$ cat config.mk
export PLATFORM = sky130hd
export DESIGN_NAME = serial_add_ctrl
export DESIGN_NICKNAME = d
export VERILOG_FILES = /design/src/rtl/serial_add_ctrl.sv
export SDC_FILE = /design/constraint.sdc
export NUM_CORES = 1
export LEC_CHECK = 0
export ABC_CLOCK_PERIOD_IN_PS = 1700
export CORE_AREA = 4 4 64 66
export CTS_BUF_LIST = sky130_fd_sc_hd__clkbuf_4 sky130_fd_sc_hd__clkbuf_8
export DETAILED_ROUTE_END_ITERATION = 10
export DIE_AREA = 0 0 68 70
export PLACE_DENSITY = 0.79
export SLEW_MARGIN = 25
export SYNTH_ARGS = -nofsm -noshare
export SYNTH_HDL_FRONTEND = slang
export SYNTH_SLANG_ARGS = --single-unit
$ cat constraint.sdc
create_clock -name clk -period 1.7 [get_ports clk]
set_input_delay 0.34 -clock clk [delete_from_list [all_inputs] [get_ports clk]]
set_output_delay 0.34 -clock clk [all_outputs]
set_load 0.03 [all_outputs]
$ cat src/rtl/serial_add_ctrl.sv
// Bit-serial adder/subtractor: one full_adder cell is reused over WIDTH cycles,
// LSB first, with a registered carry between bit positions.

module full_adder (
    input  logic a,
    input  logic b,
    input  logic cin,
    output logic carry,
    output logic sum
);
    assign sum   = a ^ b ^ cin;
    assign carry = (a & b) | (cin & (a ^ b));
endmodule

module serial_add_ctrl #(
    parameter int WIDTH = 8
) (
    input  logic             clk,
    input  logic             rst_n,
    input  logic             start,
    input  logic [WIDTH-1:0] op_a,
    input  logic [WIDTH-1:0] op_b,
    input  logic             cin,
    input  logic             sub,
    output logic             busy,
    output logic             done,
    output logic [WIDTH-1:0] sum,
    output logic             cout
);
    localparam int CNT_W = (WIDTH > 2) ? $clog2(WIDTH) : 1;

    localparam logic [1:0] IDLE = 2'd0;
    localparam logic [1:0] RUN  = 2'd1;
    localparam logic [1:0] DONE = 2'd2;

    localparam logic [CNT_W-1:0] LAST = CNT_W'(WIDTH - 1);

    logic [1:0]       state;
    logic [CNT_W-1:0] cnt;
    logic             carry_q;
    logic [WIDTH-1:0] a_sh;
    logic [WIDTH-1:0] b_sh;
    logic [WIDTH-1:0] r_sh;
    logic             fa_sum;
    logic             fa_carry;

    full_adder u_fa (
        .a     (a_sh[0]),
        .b     (b_sh[0]),
        .cin   (carry_q),
        .carry (fa_carry),
        .sum   (fa_sum)
    );

    assign busy = (state == RUN);
    assign done = (state == DONE);

    always_ff @(posedge clk) begin
        if (!rst_n) begin
            state   <= IDLE;
            cnt     <= '0;
            carry_q <= 1'b0;
            a_sh    <= '0;
            b_sh    <= '0;
            r_sh    <= '0;
            sum     <= '0;
            cout    <= 1'b0;
        end else begin
            case (state)
                IDLE: begin
                    if (start) begin
                        // Subtraction becomes a + ~b + 1: invert B, force carry-in.
                        a_sh    <= op_a;
                        b_sh    <= sub ? ~op_b : op_b;
                        carry_q <= sub ? 1'b1 : cin;
                        cnt     <= '0;
                        state   <= RUN;
                    end
                end
                RUN: begin
                    r_sh    <= {fa_sum, r_sh[WIDTH-1:1]};
                    carry_q <= fa_carry;
                    a_sh    <= a_sh >> 1;
                    b_sh    <= b_sh >> 1;
                    if (cnt == LAST) begin
                        // Last bit: publish the completed result, including this cycle's bit.
                        sum   <= {fa_sum, r_sh[WIDTH-1:1]};
                        cout  <= fa_carry;
                        cnt   <= '0;
                        state <= DONE;
                    end else begin
                        cnt <= cnt + 1'b1;
                    end
                end
                DONE: begin
                    state <= IDLE;
                end
                default: begin
                    state <= IDLE;
                end
            endcase
        end
    end
endmodule

==> results.md <==
- Clock transition at the registers of the reported paths: 0.12 ns
- Final cell count without fillers: roughly 260
- Total detailed-routing wirelength: 3.11 mm
- Beginning of the worst register-to-register path: state[0]$_SDFFE_PN0P_
- Actual slew at the worst max-slew pin: between 0.3 and 0.4 ns
- Initial antenna violation count: 0
- Antenna-violating nets left: 0
- Critical Path Fanout Max: 14
- Cell internal pwr: ~0.0014 W
- Setup slack of the critical path after layout: just under 0.05 ns
- Average size of a mapped cell: around 9.6 sq um
- Part of the power in the clock network: between 30% and 40%
- Number of remaining DRC errors: 0
- DRC marker count from the first detailed-route iteration: 60
- Multi-input gate area in the final layout: 851 sq um
- Hold-fix buffer count after cts: 0
- Global-route wire length before repair: between 5 and 6 mm
- Category of the most critical setup path: flop to output pin
- Via/cell ratio: 5.20
- Startpoint of the most critical hold path: sum[3]$_SDFFE_PN0P_
- Max transition margin: between 70% and 80%
- Setup repair after global routing missed its margin: true
- Result of the run: finished, final reports clean
- Warnings, synthesis: 0
- Area added between synthesis and finish: 25.5%
- Post-placement worst setup slack: roughly 0.097 ns
- Cell variety after synth: 33
- H-tree levels: 2
- Final routed wire length divided by cell count: roughly 12 um
- Effective utilization at floorplan: ~48%
- Synth Instances: 180
- Root buf cell: clkbuf_4
- Die Y: 70 um
- Post-route total power: roughly 0.0018 W
- Clock insertion delay at the later pin of the skew report: 0.34 ns
- Flop and latch count out of synthesis: 38
- Placeable core region: between 3000 and 4000 sq um
- Areal power density over the cells: ~840 nW/um^2
- Number of detailed-route iterations in the first pass: 4
- Startpoint Class: flop
- Detailed Place HPWL: 2.15 mm
- Combinational cell fraction of total power: between 10 and 15%
- Final Net Count: about 240
- Last weighted congestion value of the routability-driven placer: between 0.7 and 0.8
- Boundary pin count: 32
- Launching instance or port of the critical path: state[1]$_SDFFE_PN0P_
- HP Class: flop to flop
- Filler Cell Count: ~320
- Net switching power figure: roughly 0.00043 W
- Setup skew after layout: 0.0160 ns
- Fin. max-slew vios: 0
- CTS sink cnt: 38
- Data arrival time of the worst path: 1.31 ns
- Synthesized Nets: roughly 200
- Worst VDD drop: 0.000477 V
- Worst endpoint required time: about 1.4 ns
- Fraction of final layout cells with drive strength greater than 1: a little over a tenth
- Die Footprint: roughly 4800 sq um
- All-layer global routing usage: ~15%
- Reg area: 761 sq um
- Antenna diode count: 0
- Horiz. Die Dim: just under 70 um
- Fraction of the yosys area taken by sequential cells: between 40% and 50%
- Proportion of power drawn by flip-flops and latches: between 50% and 60%
- Number of global-route vias before repair: 1282
- Routed vias: 1356
- Max Cap Violations: 0
- Maximum clock frequency: approximately 0.61 GHz
- Number of endpoints failing setup at the final stage: 0
- Post-synthesis cell area: 1720 sq um
- Aggregate global routing overflow: 0
- Static leakage power: approximately 0.95 nW
- FP Rows: 22
- TritonCTS Buffers: 5
- Clock buffer depth: 2
- Hold Violations, Final: 0
- Placed cell count: approximately 250
- Time the worst path needs with I/O delays and setup: between 1.5 and 2 ns
- Largest net degree at the start of global routing: 46
- Ratio of final minimum period to clock period: a little under 100%
- TritonCTS clock tree: built
- Number of input and output port buffers inserted: 31
- Sw Share: a little under a quarter
- Category of the worst setup path capture point: output pin
-- logic make-up after synthesis --
group	Yosys count	synth area share (%)
adders and majority gates	3	2.62
AOI/OAI and AO/OA	40	19.5
muxes	7	4.08
and+or+nand+nor	69	19.2
buffers and inverters	15	6.26
DFF	38	44.3
xor gates and xnor gates	8	4.08
-- per-stage QoR --
step / instance area (sq um) / utilization [%] / hold WS (ns) / setup TNS, ns
6_report: 2160 / 60.3 / 0.465 / 0
3_5_place_dp: 2050 / 57.2 / 0.455 / 0
5_1_grt: 2160 / 60.3 / 0.483 / -0.0173
2_1_floorplan: 1720 / - / 0.444 / 0
3_3_place_gp: 2050 / 57.2 / 0.450 / 0
4_1_cts: 2140 / 59.8 / 0.471 / 0
-- sequential cells by signal, indices dropped and copies added (netlist names) --
signal   flops
cnt          3
b_sh         8
sum          8
r_sh         7
a_sh         8
state        2
carry_q      1
cout         1
-- cell type report --
type	count	area share, %
repair buffers	39	18.4
clock inverters	3	1.86
multi-input cells	127	39.4
inverters	1	0.522
flip-flops and latches	38	35.2
clock buffers	5	1.74
well taps	48	2.78
-- synth_stat cells --
library cell | n | area share (%)
ha_1 | 2 | 1.5
mux2i_1 | 7 | 4.1
a21boi_1 | 3 | 1.3
fa_1 | 1 | 1.2
buf_6 | 6 | 3.9
o21bai_2 | 1 | 0.65
clkbuf_2 | 1 | 0.29
dfxtp_1 | 38 | 44
nand2_1 | 36 | 7.9
nand2b_4 | 1 | 0.80
nand3b_1 | 1 | 0.44
clkbuf_1 | 3 | 0.65
buf_1 | 2 | 0.44
xnor2_1 | 7 | 3.6
o221ai_1 | 7 | 3.6
buf_4 | 1 | 0.44
nand2b_1 | 3 | 1.1
o21ai_1 | 1 | 0.29
a21oi_1 | 1 | 0.29
and3_1 | 1 | 0.36
nor3b_2 | 1 | 0.73
a21boi_0 | 13 | 5.7
nand3_1 | 17 | 4.9
a22oi_1 | 5 | 2.2
xor2_1 | 1 | 0.51
inv_2 | 1 | 0.22
nor2b_1 | 6 | 2.2
nor2_1 | 2 | 0.44
nand2_2 | 1 | 0.36
o211a_1 | 7 | 4.1
buf_2 | 1 | 0.29
o21ba_4 | 1 | 0.95
a2bb2oi_1 | 1 | 0.51
-- layout by cell type, fill, tap and decap left out, drive strengths merged, types with 2 or more instances in the layout --
master	netlist	final
nand2	37	37
clkbuf	4	5
clkdlybuf4s50	0	20
nor2	2	2
buf	10	9
dlygate4sd2	0	5
dlymetal6s2s	0	5
ha	2	2
nor2b	6	6
clkinv	0	2
a21boi	16	16
a22oi	5	5
o221ai	7	7
xnor2	7	7
nand3	17	17
o211a	7	7
nand2b	4	4
mux2i	7	7
dfxtp	38	38
-- worst paths after layout --
path	cells past startpoint	slack (ns)	endpoint
hold / removal	2	0.46	sum[3]$_SDFFE_PN0P_
hold reg to reg	2	0.46	sum[3]$_SDFFE_PN0P_
setup / recovery	4	0.05	busy
setup reg to reg	5	0.30	sum[0]$_SDFFE_PN0P_
-- power by group through the flow --
| stage | registers, W | clock network [W] | logic, W |
|---|---|---|---|
| finish | 0.000957 | 0.000589 | 0.000262 |
| floorplan | 0.000970 | 0 | 0.000188 |
| detailed placement | 0.000977 | 0 | 0.000253 |
| CTS | 0.000957 | 0.000603 | 0.000261 |
| global route | 0.000962 | 0.000640 | 0.000293 |
| global placement | 0.000974 | 0 | 0.000249 |
-- metal layers --
metal  track usage [%]  wire [um]  share of wire [%]  up-vias
met2              24.3       1520                 49       27
met3              4.34        133                4.3        2
li1                  -          -                  -      693
met5                 0          0                  0        -
met4              5.30         27               0.87        0
met1              18.3       1430                 46      634
-- timing repair --
| action | in CTS | in global routing |
|---|---|---|
| endpoints found under the setup margin | 6 | 6 |
| gates resized for setup | 9 | 7 |
| buffers inserted | 1 | 0 |
-- critical path, cell delays in order (launching register included) --
cell	delay (ns)
dfxtp_1	0.33
buf_4	0.15
nand2b_4	0.23
inv_8	0.12
buf_6	0.13
Note: power is estimated with default switching activity, not from simulation.
